[src/rtl/cordic_req_arbiter.sv]
// Round-robin arbiter sharing one iterative CORDIC core among NUM_REQ requesters.
// Optional WAIT-state timeout is enabled by defining CORDIC_ARB_TIMEOUT_EN.
module cordic_req_arbiter #(
   parameter  int unsigned NUM_REQ     = 4,
   parameter  int unsigned DATA_W      = 32,
   parameter  int unsigned TIMEOUT_CYC = 64,
   localparam int unsigned ID_W        = (NUM_REQ > 1) ? $clog2(NUM_REQ) : 1
) (
   input  logic                      clk,
   input  logic                      rst_n,
   input  logic [NUM_REQ-1:0]        req_valid,
   output logic [NUM_REQ-1:0]        req_ready,
   input  logic [NUM_REQ*DATA_W-1:0] req_target,
   output logic                      rsp_valid,
   input  logic                      rsp_ready,
   output logic [ID_W-1:0]           rsp_id,
   output logic [DATA_W-1:0]         rsp_cos,
   output logic                      rsp_err,
   output logic                      core_start,
   output logic [DATA_W-1:0]         core_target,
   input  logic                      core_done,
   input  logic [DATA_W-1:0]         core_cos
);

   typedef enum logic [1:0] {
      IDLE  = 2'd0,
      ISSUE = 2'd1,
      WAIT  = 2'd2,
      RESP  = 2'd3
   } state_t;

   state_t            state, state_d;
   logic [ID_W-1:0]   rr_ptr, rr_ptr_d;
   logic [ID_W-1:0]   gnt_id, scan_id;
   logic              gnt_found;
   logic              rsp_valid_d, rsp_err_d, core_start_d;
   logic [ID_W-1:0]   rsp_id_d;
   logic [DATA_W-1:0] rsp_cos_d, core_target_d;
   logic [DATA_W-1:0] tgt [NUM_REQ];

`ifdef CORDIC_ARB_TIMEOUT_EN
   localparam int unsigned CNT_W = $clog2(TIMEOUT_CYC + 1);
   logic [CNT_W-1:0] tmo_cnt, tmo_cnt_d;
`else
   logic [31:0] unused_timeout_cfg;
   assign unused_timeout_cfg = 32'(TIMEOUT_CYC);
`endif

   // Unpack the flat target bus into per-requester words.
   for (genvar i = 0; i < NUM_REQ; i++) begin : g_tgt
      assign tgt[i] = req_target[i*DATA_W +: DATA_W];
   end

   // First valid requester at or after rr_ptr, wrapping modulo NUM_REQ.
   always_comb begin
      gnt_found = 1'b0;
      gnt_id    = '0;
      scan_id   = '0;
      for (int unsigned k = 0; k < NUM_REQ; k++) begin
         scan_id = ID_W'((32'(rr_ptr) + k) % NUM_REQ);
         if (!gnt_found && req_valid[scan_id]) begin
            gnt_found = 1'b1;
            gnt_id    = scan_id;
         end
      end
   end

   // Next-state and next-output logic.
   always_comb begin
      state_d       = state;
      rr_ptr_d      = rr_ptr;
      req_ready     = '0;
      rsp_valid_d   = rsp_valid;
      rsp_id_d      = rsp_id;
      rsp_cos_d     = rsp_cos;
      rsp_err_d     = rsp_err;
      core_start_d  = 1'b0;
      core_target_d = core_target;
`ifdef CORDIC_ARB_TIMEOUT_EN
      tmo_cnt_d     = tmo_cnt;
`endif
      unique case (state)
         IDLE: begin
            if (gnt_found) begin
               req_ready[gnt_id] = 1'b1;
               rsp_id_d          = gnt_id;
               core_target_d     = tgt[gnt_id];
               core_start_d      = 1'b1;
               state_d           = ISSUE;
            end
         end
         ISSUE: begin
            state_d = WAIT;
`ifdef CORDIC_ARB_TIMEOUT_EN
            tmo_cnt_d = '0;
`endif
         end
         WAIT: begin
            // A done arriving on the expiry cycle still yields a normal response.
            if (core_done) begin
               rsp_valid_d = 1'b1;
               rsp_cos_d   = core_cos;
               rsp_err_d   = 1'b0;
               state_d     = RESP;
            end
`ifdef CORDIC_ARB_TIMEOUT_EN
            else if (tmo_cnt == CNT_W'(TIMEOUT_CYC - 1)) begin
               rsp_valid_d = 1'b1;
               rsp_cos_d   = '0;
               rsp_err_d   = 1'b1;
               state_d     = RESP;
            end else begin
               tmo_cnt_d = tmo_cnt + CNT_W'(1);
            end
`endif
         end
         RESP: begin
            if (rsp_ready) begin
               rsp_valid_d = 1'b0;
               rr_ptr_d    = (rsp_id == ID_W'(NUM_REQ - 1)) ? '0 : rsp_id + ID_W'(1);
               state_d     = IDLE;
            end
         end
         default: state_d = IDLE;
      endcase
   end

   always_ff @(posedge clk or negedge rst_n) begin
      if (!rst_n) begin
         state       <= IDLE;
         rr_ptr      <= '0;
         rsp_valid   <= 1'b0;
         rsp_id      <= '0;
         rsp_cos     <= '0;
         rsp_err     <= 1'b0;
         core_start  <= 1'b0;
         core_target <= '0;
      end else begin
         state       <= state_d;
         rr_ptr      <= rr_ptr_d;
         rsp_valid   <= rsp_valid_d;
         rsp_id      <= rsp_id_d;
         rsp_cos     <= rsp_cos_d;
         rsp_err     <= rsp_err_d;
         core_start  <= core_start_d;
         core_target <= core_target_d;
      end
   end

`ifdef CORDIC_ARB_TIMEOUT_EN
   always_ff @(posedge clk or negedge rst_n) begin
      if (!rst_n) tmo_cnt <= '0;
      else        tmo_cnt <= tmo_cnt_d;
   end
`endif

endmodule
[config.mk]
export PLATFORM = sky130hd
export DESIGN_NAME = cordic_req_arbiter
export DESIGN_NICKNAME = d
export VERILOG_FILES = /design/src/rtl/cordic_req_arbiter.sv
export SDC_FILE = /design/constraint.sdc
export NUM_CORES = 1
export LEC_CHECK = 0
export CORE_ASPECT_RATIO = 1.25
export CORE_MARGIN = 5
export CORE_UTILIZATION = 36
export CTS_CLUSTER_DIAMETER = 60
export DETAILED_ROUTE_END_ITERATION = 6
export PLACE_DENSITY = 0.86
export SLEW_MARGIN = 20
export SYNTH_ARGS = -nofsm -noshare
export SYNTH_HDL_FRONTEND = slang
export SYNTH_SLANG_ARGS = --single-unit
[constraint.sdc]
create_clock -name clk -period 2.3 [get_ports clk]
set_clock_uncertainty 0.2 [all_clocks]
set_input_delay 0.46 -clock clk [delete_from_list [all_inputs] [get_ports clk]]
set_output_delay 0.46 -clock clk [all_outputs]
set_load 0.05 [all_outputs]
After elaboration in Yosys (flattened, before gate mapping) --
Index checks and enable logic that the tools add are counted.
Storage, ports and cells: register bits after elaboration 72, bits of input ports 168, output and inout port bits 73, logic and storage cells 73
Cells by class: add/subtract/negate cells 4, order comparisons 7, equal/unequal tests 7, mux-type cells 33, bitwise operators 1, reductions and logical operators 14
Operators by type and width (count):
- 32-bit binary-select mux with 2-bit select | 1
- 32-bit two-way mux | 2
- 2-bit two-way mux | 8
- 2-bit by 3-bit less-than comparator with 1-bit output, second input constant | 5
- 1-bit two-way mux | 13
- 1-bit binary-select mux with 2-bit select | 4
- 4-bit two-way mux | 2
- 2-bit one-hot mux with 4 select lines | 1
- 2-bit equality test, second input constant | 3
- 2-bit != test, second input constant | 3
- 2-bit AND reduction | 3
- 3-bit AND reduction | 2
- 2-bit by 1-bit adder with 2-bit output, second input constant | 2
- 2-bit adder, second input constant | 2
- 1-bit logical AND | 4
- 3-bit >= comparator, second input constant | 1
- 1-bit logical NOT | 3
- 2-bit inverter with 3-bit output | 1
- 1-bit demux with 2-bit select | 1
- 2-bit by 1-bit equality test with 1-bit output, second input constant | 1
- 2-bit by 1-bit >= comparator with 1-bit output, second input constant | 1
- 2-bit logical NOT | 1
- 1-bit one-hot mux with 2 select lines | 1
- 2-bit nonzero test | 1

Logic depth before layout (Yosys ltp) --
Gate-level depths: netlist of the first run.
word-level depth 18, depth in mapped cells 8, mapped depth without buffers 6

Worst setup path after synthesis of the first run --
Ideal clock, no wire load.
path type input to output, start input req_valid[2], end output req_ready[1], data arrival time 2.576 ns, required time 1.640 ns, path slack -0.936 ns, cell stages on the path 7, path buffers 3, path through nor2b_4 a21o_1 a211o_1 buf_2 buf_6 buf_6 nor3b_1
On the way: word-level cells in the longest chain between the ends 18, elaborated cells between the ends (all ways) 29, classes of those cells order compare (2); mux (20); reduce/logical (7)
Ends and longest elaborated chain:
- start, declared | line 11 | input logic [NUM_REQ-1:0] req_valid,
- 1-bit binary-select mux with 2-bit select | line 61 | if (!gnt_found && req_valid[scan_id]) begin
- 1-bit two-way mux (implied by the code) | line 61
- 1-bit two-way mux | line 61
- 1-bit logical NOT | line 61
- 1-bit logical AND | line 61
- 1-bit two-way mux | line 61
- 1-bit logical NOT | line 61
- 1-bit logical AND | line 61
- [... 2 more ...]
- 1-bit logical AND | line 61
- 2-bit two-way mux | line 61
- 2-bit by 3-bit less-than comparator with 1-bit output (implied by the code) / 2-bit by 1-bit >= comparator with 1-bit output (equally long branches) | line 85 | req_ready[gnt_id] = 1'b1;
- 1-bit logical AND (implied by the code) | line 85
- 1-bit two-way mux (implied by the code) | line 85
- 1-bit demux with 2-bit select | line 85
- 4-bit two-way mux (*) | line 84 | if (gnt_found) begin
- 4-bit two-way mux (*) | line 82 | unique case (state)
- end, declared | line 12 | output logic [NUM_REQ-1:0] req_ready,
Every way passes the cells marked *; elsewhere a longest branch is shown, timed or not. The select of a mux whose other input is x is not followed.

Final worst setup path of the first run --
start register rr_ptr[0], end output req_ready[1]
On the way: word-level cells in the longest chain between the ends 18, elaborated cells between the ends (all ways) 32, classes of those cells add/sub (3); order compare (2); mux (20); reduce/logical (7)
Ends and longest elaborated chain:
- start, declared | line 33 | logic [ID_W-1:0] rr_ptr, rr_ptr_d;
- start signal, assigned | line 140 | rr_ptr <= rr_ptr_d;
- parallel branches: the longest is 16 deep, another holds 2-bit by 3-bit less-than comparator with 1-bit output
- 4-bit two-way mux (*) | line 84
- 4-bit two-way mux (*) | line 82
Mark *: on every way between the ends. The select of a mux whose other input is x is not followed.

==> results_dict.tcl, run 1 <==
set metrics [dict create \
    finalMaxSlewViolations 0 \
    synthSimpleGateAreaFrac_pct 6.66 \
    ir_worst_vdd_mv 0.944 \
    tns_ps -286 \
    combPwrFrac_pct 62.5 \
    setup_ws_ps -105 \
    holdCritPathClass "register to register" \
    start_util_pct 36.4 \
    route.detailed.drc 0 \
    met3_usage_pct 8.42 \
    outcome "finished, violations left" \
    finalInstanceArea_mm2 0.00673 \
    critPathBufInv 1 \
    drv_cap 0 \
    endpoint_kind "output pin" \
    synth_edf_count 0 \
    clk_latency_ps 330 \
    yosys.area_share.xor_xnor_pct 0 \
    required_ps 1640 \
    yosysSeqAreaShare_pct 49.7 \
    die_x_um 99.7 \
    worstSetupPathType "register to output pin" \
    use_met1_pct 21.4 \
    crit_arrival_ps 1740 \
    finalPower_mw 9.95 \
    final_antenna_net_count 0 \
    cp_top_family "compound AO/OA/AOI/OAI gates" \
    synth_cell_type_count 29 \
    p_int_mw 5.34 \
    cts_num_sinks 72 \
    max_freq_mhz 416 \
    grt_busiest_layer "met2" \
    port_buffers 239 \
    path_clk_slew_ps 60 \
    vias 3471 \
    fp-row-count 41 \
    clk_path_buf_depth 2 \
    post-route-min-period_ps 2400 \
    die_h_um 122 \
    fin_crit_sh_pct 105 \
    critPathMaxStageDelay_ps 410 \
    root_buffer "clkbuf_16" \
    critPathLaunchType "register" \
    antenna_found_initial 0 \
    final_nets 722 \
    synth_nets 475 \
    crit_slowest_cell "dfrtp_1" \
    crit_chain "nor2b_4 > a21o_1 > a211o_4 > nor3b_4 > buf_12" \
    synth_top_family_by_area "multiplexers" \
    synth_cells 303 \
    clkPwrFrac_pct 14.7 \
    core_mm2 0.00995 \
    num_io_pins 241 \
    cts_inserted_buffers 9 \
    rsz0062_at_grt "true" \
    cts_max_level 3 \
    wl_per_cell_um 18.8 \
    failed_checks "setup timing" \
    syn_avg_cell_area_um2 12.0 \
    fp.dieArea_mm2 0.0122 \
    power_frac_seq_pct 22.9 \
    drt_iter0_drc 92 \
    use_met2_pct 36.2 \
    ys_seq_elements 72 \
    p_leak_nw 2.98 \
    final_hold_viol_count 0 \
    grt_pass1_wl_um 19500 \
    synth_adder_area_share_pct 1.38 \
    antennaDiodeCount 0 \
    grt_pass1_vias 3784 \
    tightest_slew_ps 540 \
    stdcell_count 683 \
    switchingPower_mw 4.61 \
    synthMuxAreaShare_pct 27.9 \
    switching_share_pct 46.3 \
    setup_viol 4 \
    gp_congestion 0.826 \
    grt_usage_pct 20.5 \
    cts_tree "built" \
    place_area_mm2 0.00629 \
    placed_cells 664 \
    via_per_inst 5.08 \
    p_per_area_mw_per_mm2 1480 \
    overflow 0 \
    slew_headroom_pct 63.9 \
    path_max_fanout 5 \
    ys_async_sr_fraction_pct 100 \
    ys_warn_count 0 \
    dp_hpwl_um 9810 \
    synth-compound-area-share_pct 10.3 \
    area_growth_pct 85.8 \
    whs_ps 286 \
    grt_max_degree 57 \
    ys_dominant_reg_cell "dfrtp_1" \
    wl_um 12900 \
    syn-cell-area_mm2 0.00362 \
    drive_gt1_share_pct 17.1 \
    drt_pass1_iterations 4 \
]
==> Yosys cell counts (2+ instances only) <==
library cell	n	area share, %
dfrtp_1	72	50
mux2i_1	64	18
nand2_1	42	4.4
mux2_2	33	10
o221ai_1	32	7.7
buf_2	10	1.4
clkbuf_1	7	0.73
inv_1	6	0.62
ha_1	4	1.4
nand2b_1	4	0.69
o21ai_0	4	0.55
a21oi_1	3	0.41
buf_1	3	0.31
buf_6	2	0.62
nor2_1	2	0.21
nor2b_1	2	0.35
==> cell families after synthesis <==
family,after synthesis
multiplexers,97
flip-flops,72
AO/OA/AOI/OAI,45
adder cells (fa/ha/maj),4
AND/OR/NAND/NOR,55
other,1
buffers and inverters,29
==> placed cells by master (no fill, tap or decap), types with 2 or more instances in the layout <==
cell type and n:
inv_1 6, clkdlybuf4s50_1 229, dfrtp_1 71, clkinv_2 2
buf_4 14, bufinv_16 2, a21oi_2 2, nand2b_4 2
buf_12 7, o221ai_1 32, clkinvlp_4 2, mux2i_2 2
buf_6 2, clkbuf_2 2, mux2_2 33, mux2i_1 62
o21ai_0 4, clkbuf_16 9, nor2b_4 2, nand2_1 41
ha_1 3
==> stage by stage <==
step                util, %  worst slack, ps
floorplan                 -             -215
global placement       63.3             -321
detailed placement     63.3             -440
CTS                    66.7             -159
global route           67.7             -176
finish                 67.7             -105
==> what timing repair did <==
item / CTS / global route
hold buffers: 1 / 0
gates resized for setup: 13 / 18
pin swaps: 3 / 7
buffers inserted: 0 / 3
hold endpoints to repair: 32 / 0
setup endpoints to repair: 36 / 4
==> flip-flops by register name, indices dropped and copies added (netlist names) <==
| register | flops |
|---|---|
| core_target | 32 |
| rsp_cos | 32 |
| rr_ptr | 2 |
| rsp_id | 2 |
| state | 2 |
| core_start | 1 |
| rsp_valid | 1 |
==> layout make-up <==
cell class                      instances  area [um^2]
Fill cell                             742         3220
Sequential cell                        72         1800
Clock buffer                            9          225
Clock inverter                          6         85.1
Multi-Input combinational cell        202         1800
Tap cell                              129          161
Timing Repair Buffer                  259         2640
Inverter                                6         22.5
==> layer usage <==
layer | up-vias | share of wire (%)
met5 | - | 0
met4 | 0 | 1.8
met3 | 19 | 12
met2 | 197 | 52
met1 | 1647 | 35
li1 | 1608 | -
==> worst register-to-register path: stages (launching register included) <==
cell	delay, ps
dfrtp_1	410
nor2b_4	60
a21o_1	170
a211o_4	380
buf_12	140
buf_4	140
buf_16	210
mux2i_1	280
o221ai_1	170
==> power by group through the flow <==
stage	logic (mW)	clock network [mW]	registers [mW]
after global routing	6.52	1.56	2.36
final	6.22	1.46	2.27
after floorplan	1.87	0	4.33
after global placement	5.99	0	2.25
after detailed placement	6.09	0	2.28
after CTS	6.13	1.50	2.27
==> path summary, 6_finish.rpt <==
kind                       cells after the start                        from                          end  slack [ps]
max                                            5       rr_ptr[0]$_DFFE_PN0P_                 req_ready[1]        -100
min                                            2  core_target[2]$_DFFE_PN0P_   core_target[2]$_DFFE_PN0P_         290
max reg2reg                                    8       rr_ptr[0]$_DFFE_PN0P_  core_target[21]$_DFFE_PN0P_           0
min reg2reg                                    2  core_target[2]$_DFFE_PN0P_   core_target[2]$_DFFE_PN0P_         290
max in group asynchronous                      3                       rst_n        rr_ptr[1]$_DFFE_PN0P_         880
min in group asynchronous                      2                       rst_n  core_target[28]$_DFFE_PN0P_         420
Power figures use the tool's default switching activity.
==> run 2, diff against run 1 <==
--- a/config.mk
+++ b/config.mk
@@ -5,12 +5,13 @@
 export SDC_FILE = /design/constraint.sdc
 export NUM_CORES = 1
 export LEC_CHECK = 0
+export ABC_AREA = 1
 export CORE_ASPECT_RATIO = 1.25
 export CORE_MARGIN = 5
-export CORE_UTILIZATION = 36
+export CORE_UTILIZATION = 39
 export CTS_CLUSTER_DIAMETER = 60
 export DETAILED_ROUTE_END_ITERATION = 6
-export PLACE_DENSITY = 0.86
+export PLACE_DENSITY = 0.87
 export SLEW_MARGIN = 20
 export SYNTH_ARGS = -nofsm -noshare
 export SYNTH_HDL_FRONTEND = slang
==> run 2 against run 1 <==
Compared with the run above: the run still ends with setup timing left; maximum frequency down 17%; non-clock buffer count up 34; critical path depth increased by 6; critical endpoint is now req_ready[0]; largest power group unchanged.
==> results_dict.tcl, run 2 <==
set metrics [dict create \
    finalMaxSlewViolations 0 \
    final_antenna_net_count 0 \
    antennaDiodeCount 0 \
    grt_pass1_vias 5080 \
    critPathMaxStageDelay_ps 500 \
    syn_avg_cell_area_um2 7.88 \
    grt_max_degree 65 \
    route.met2.wl_um 10300 \
    die_x_um 103 \
    grt_usage_pct 25.3 \
    drv_cap 0 \
    tightest_slew_ps 559 \
    wl_met1_um 6710 \
    gp_congestion 0.988 \
    wl_per_cell_um 20.2 \
    via_per_inst 5.48 \
    switching_share_pct 50.7 \
    core_mm2 0.0106 \
    clkPwrFrac_pct 9.9 \
    wl_um 18900 \
    clk_path_buf_depth 2 \
    critPathLaunchType "register" \
    crit_chain "buf_6 > nand2_2 > nand2_4 > nand2_4 > inv_2 > a21boi_2 > nand2_2 > nor2_4 > inv_4 > nor3_4 > buf_6" \
    cts_inserted_buffers 9 \
    clk_latency_ps 320 \
    post-route-min-period_ps 2910 \
    path_max_fanout 6 \
    area_growth_pct 92.8 \
    syn-cell-area_mm2 0.00418 \
    setup_ws_ps -612 \
    synth_area_leaders "dfrtp_1, nand3_1, nand2_1, mux2_2, buf_2" \
    tns_ps -10720 \
    num_io_pins 241 \
    ys_dominant_reg_cell "dfrtp_1" \
    required_ps 1640 \
    endpoint_kind "output pin" \
    cp_top_family "simple AND/OR/NAND/NOR gates" \
    overflow 0 \
    critPathBufInv 4 \
    port_buffers 239 \
    cts_num_sinks 72 \
    drt_iter0_drc 269 \
    root_buffer "clkbuf_16" \
    antenna_found_initial 0 \
    ys_warn_count 0 \
    holdCritPathClass "register to register" \
    wl_met3_um 1210 \
    combPwrFrac_pct 75.9 \
    ir_worst_vdd_mv 0.934 \
    p_per_area_mw_per_mm2 2020 \
    synth_most_common_cell "nand2_1" \
    grt_pass1_wl_um 25600 \
    final_common_cell "clkdlybuf4s50_1" \
    top_layer_used "met4" \
    rsz0062_at_grt "true" \
    ys_seq_elements 72 \
    reg2regPathDepth 18 \
    stdcell_count 934 \
    yosysSeqAreaShare_pct 43.1 \
    crit_slowest_cell "dfrtp_2" \
    vias 5122 \
    drive_gt1_share_pct 26.8 \
    yosysTopAreaCell "dfrtp_1" \
    setup_viol 36 \
    synth_edf_count 0 \
    route.detailed.drc 0 \
    power_frac_seq_pct 14.2 \
    cts_tree "built" \
    crit_arrival_ps 2250 \
    outcome "finished, violations left" \
    synth_commonest_cells "nand2_1, nand3_1, dfrtp_1" \
    yosysTopAreaCellShare_pct 43.1 \
    path_clk_slew_ps 60 \
    place_ws_ps -568 \
    synth_nets 703 \
    drt_pass1_iterations 5 \
    worst-path-stages 11 \
    final_cell_mix "clkdlybuf4s50_1, nand3_1, nand2_1, dfrtp_1, mux2_2" \
    ys_async_sr_fraction_pct 100 \
    p_leak_nw 3.65 \
    die_h_um 126 \
    finalInstanceArea_mm2 0.00807 \
    cts_max_level 3 \
    switchingPower_mw 8.28 \
    finalPower_mw 16.3 \
    p_int_mw 8.05 \
    worstSetupPathType "register to output pin" \
    fp.dieArea_mm2 0.0129 \
    final_nets 969 \
    placed_cells 890 \
    min_path_cells 2 \
    synth_cells 531 \
    start_util_pct 39.6 \
    failed_checks "setup timing" \
    slew_headroom_pct 62.6 \
    reg_top3 "core_target: 32 flops, rsp_cos: 32 flops" \
    final_hold_viol_count 0 \
    dp_hpwl_um 11800 \
    max_freq_mhz 343 \
    fp-row-count 42 \
    place_area_mm2 0.00681 \
    fin_crit_sh_pct 127 \
    synth_cell_type_count 26 \
]
-- run 2: repair_timing --
action / 4_1_cts / 5_1_grt
hold buffers: 1 / 0
buffers inserted: 10 / 10
endpoints found under the hold margin: 31 / 0
setup endpoints to repair: 36 / 37
gates resized for setup: 56 / 98
cloned: 1 / 9
pin swaps: 25 / 55
-- run 2: power groups by stage --
stage / registers [mW] / logic [mW] / clock network (mW)
after global routing: 2.39 / 13.1 / 1.69
final: 2.33 / 12.4 / 1.62
after CTS: 2.29 / 10.1 / 1.63
after floorplan: 4.31 / 4.49 / 0
after global placement: 2.25 / 9.07 / 0
after detailed placement: 2.30 / 9.27 / 0
-- run 2: cell type report --
class                           instances  area, um^2
Clock buffer                           10         229
Timing Repair Buffer                  293        3160
Fill cell                             671        2500
Multi-Input combinational cell        403        2500
Inverter                               18        92.6
Sequential cell                        72        1800
Clock inverter                          6         115
Tap cell                              132         165
-- run 2: final timing paths --
check                      slack [ps]                     endpoint                        start
max                              -610                 req_ready[0]        rr_ptr[0]$_DFFE_PN0P_
min                               280  core_target[21]$_DFFE_PN0P_  core_target[21]$_DFFE_PN0P_
max reg2reg                      -360   core_target[2]$_DFFE_PN0P_        rr_ptr[0]$_DFFE_PN0P_
min reg2reg                       280  core_target[21]$_DFFE_PN0P_  core_target[21]$_DFFE_PN0P_
max in group asynchronous         850        rr_ptr[1]$_DFFE_PN0P_                        rst_n
min in group asynchronous         440   core_target[2]$_DFFE_PN0P_                        rst_n
-- run 2: per-layer routing --
metal  track usage, %  up-vias
li1                 -     2308
met1             29.7     2477
met2             44.2      276
met3             4.20       61
met4             11.5        0
met5                0        -
-- run 2: cells by family (layout without fill, tap and decap cells) --
logic type | Yosys count | after routing | share of synthesized area (%)
adders and majority gates | 4 | 4 | 1.20
other | 1 | 1 | 0.0896
buffers and inverters | 56 | 327 | 7.69
DFF | 72 | 72 | 43.1
muxes | 32 | 32 | 8.61
AOI/OAI and AO/OA | 10 | 10 | 1.35
and+or+nand+nor | 356 | 356 | 38.0
-- run 2: metrics by stage --
step                util (%)  hold WS (ps)
floorplan                  -         -35.6
global placement        64.5           238
detailed placement      64.5           235
CTS                     70.5           281
global route            76.4           294
finish                  76.4           279
-- run 2: worst reg2reg max path, delay by kind of cell, from the launching register on --
family / cells / cell delay, ps
buf+inv: 6 / 850
flops: 1 / 500
simple gates: 12 / 1020
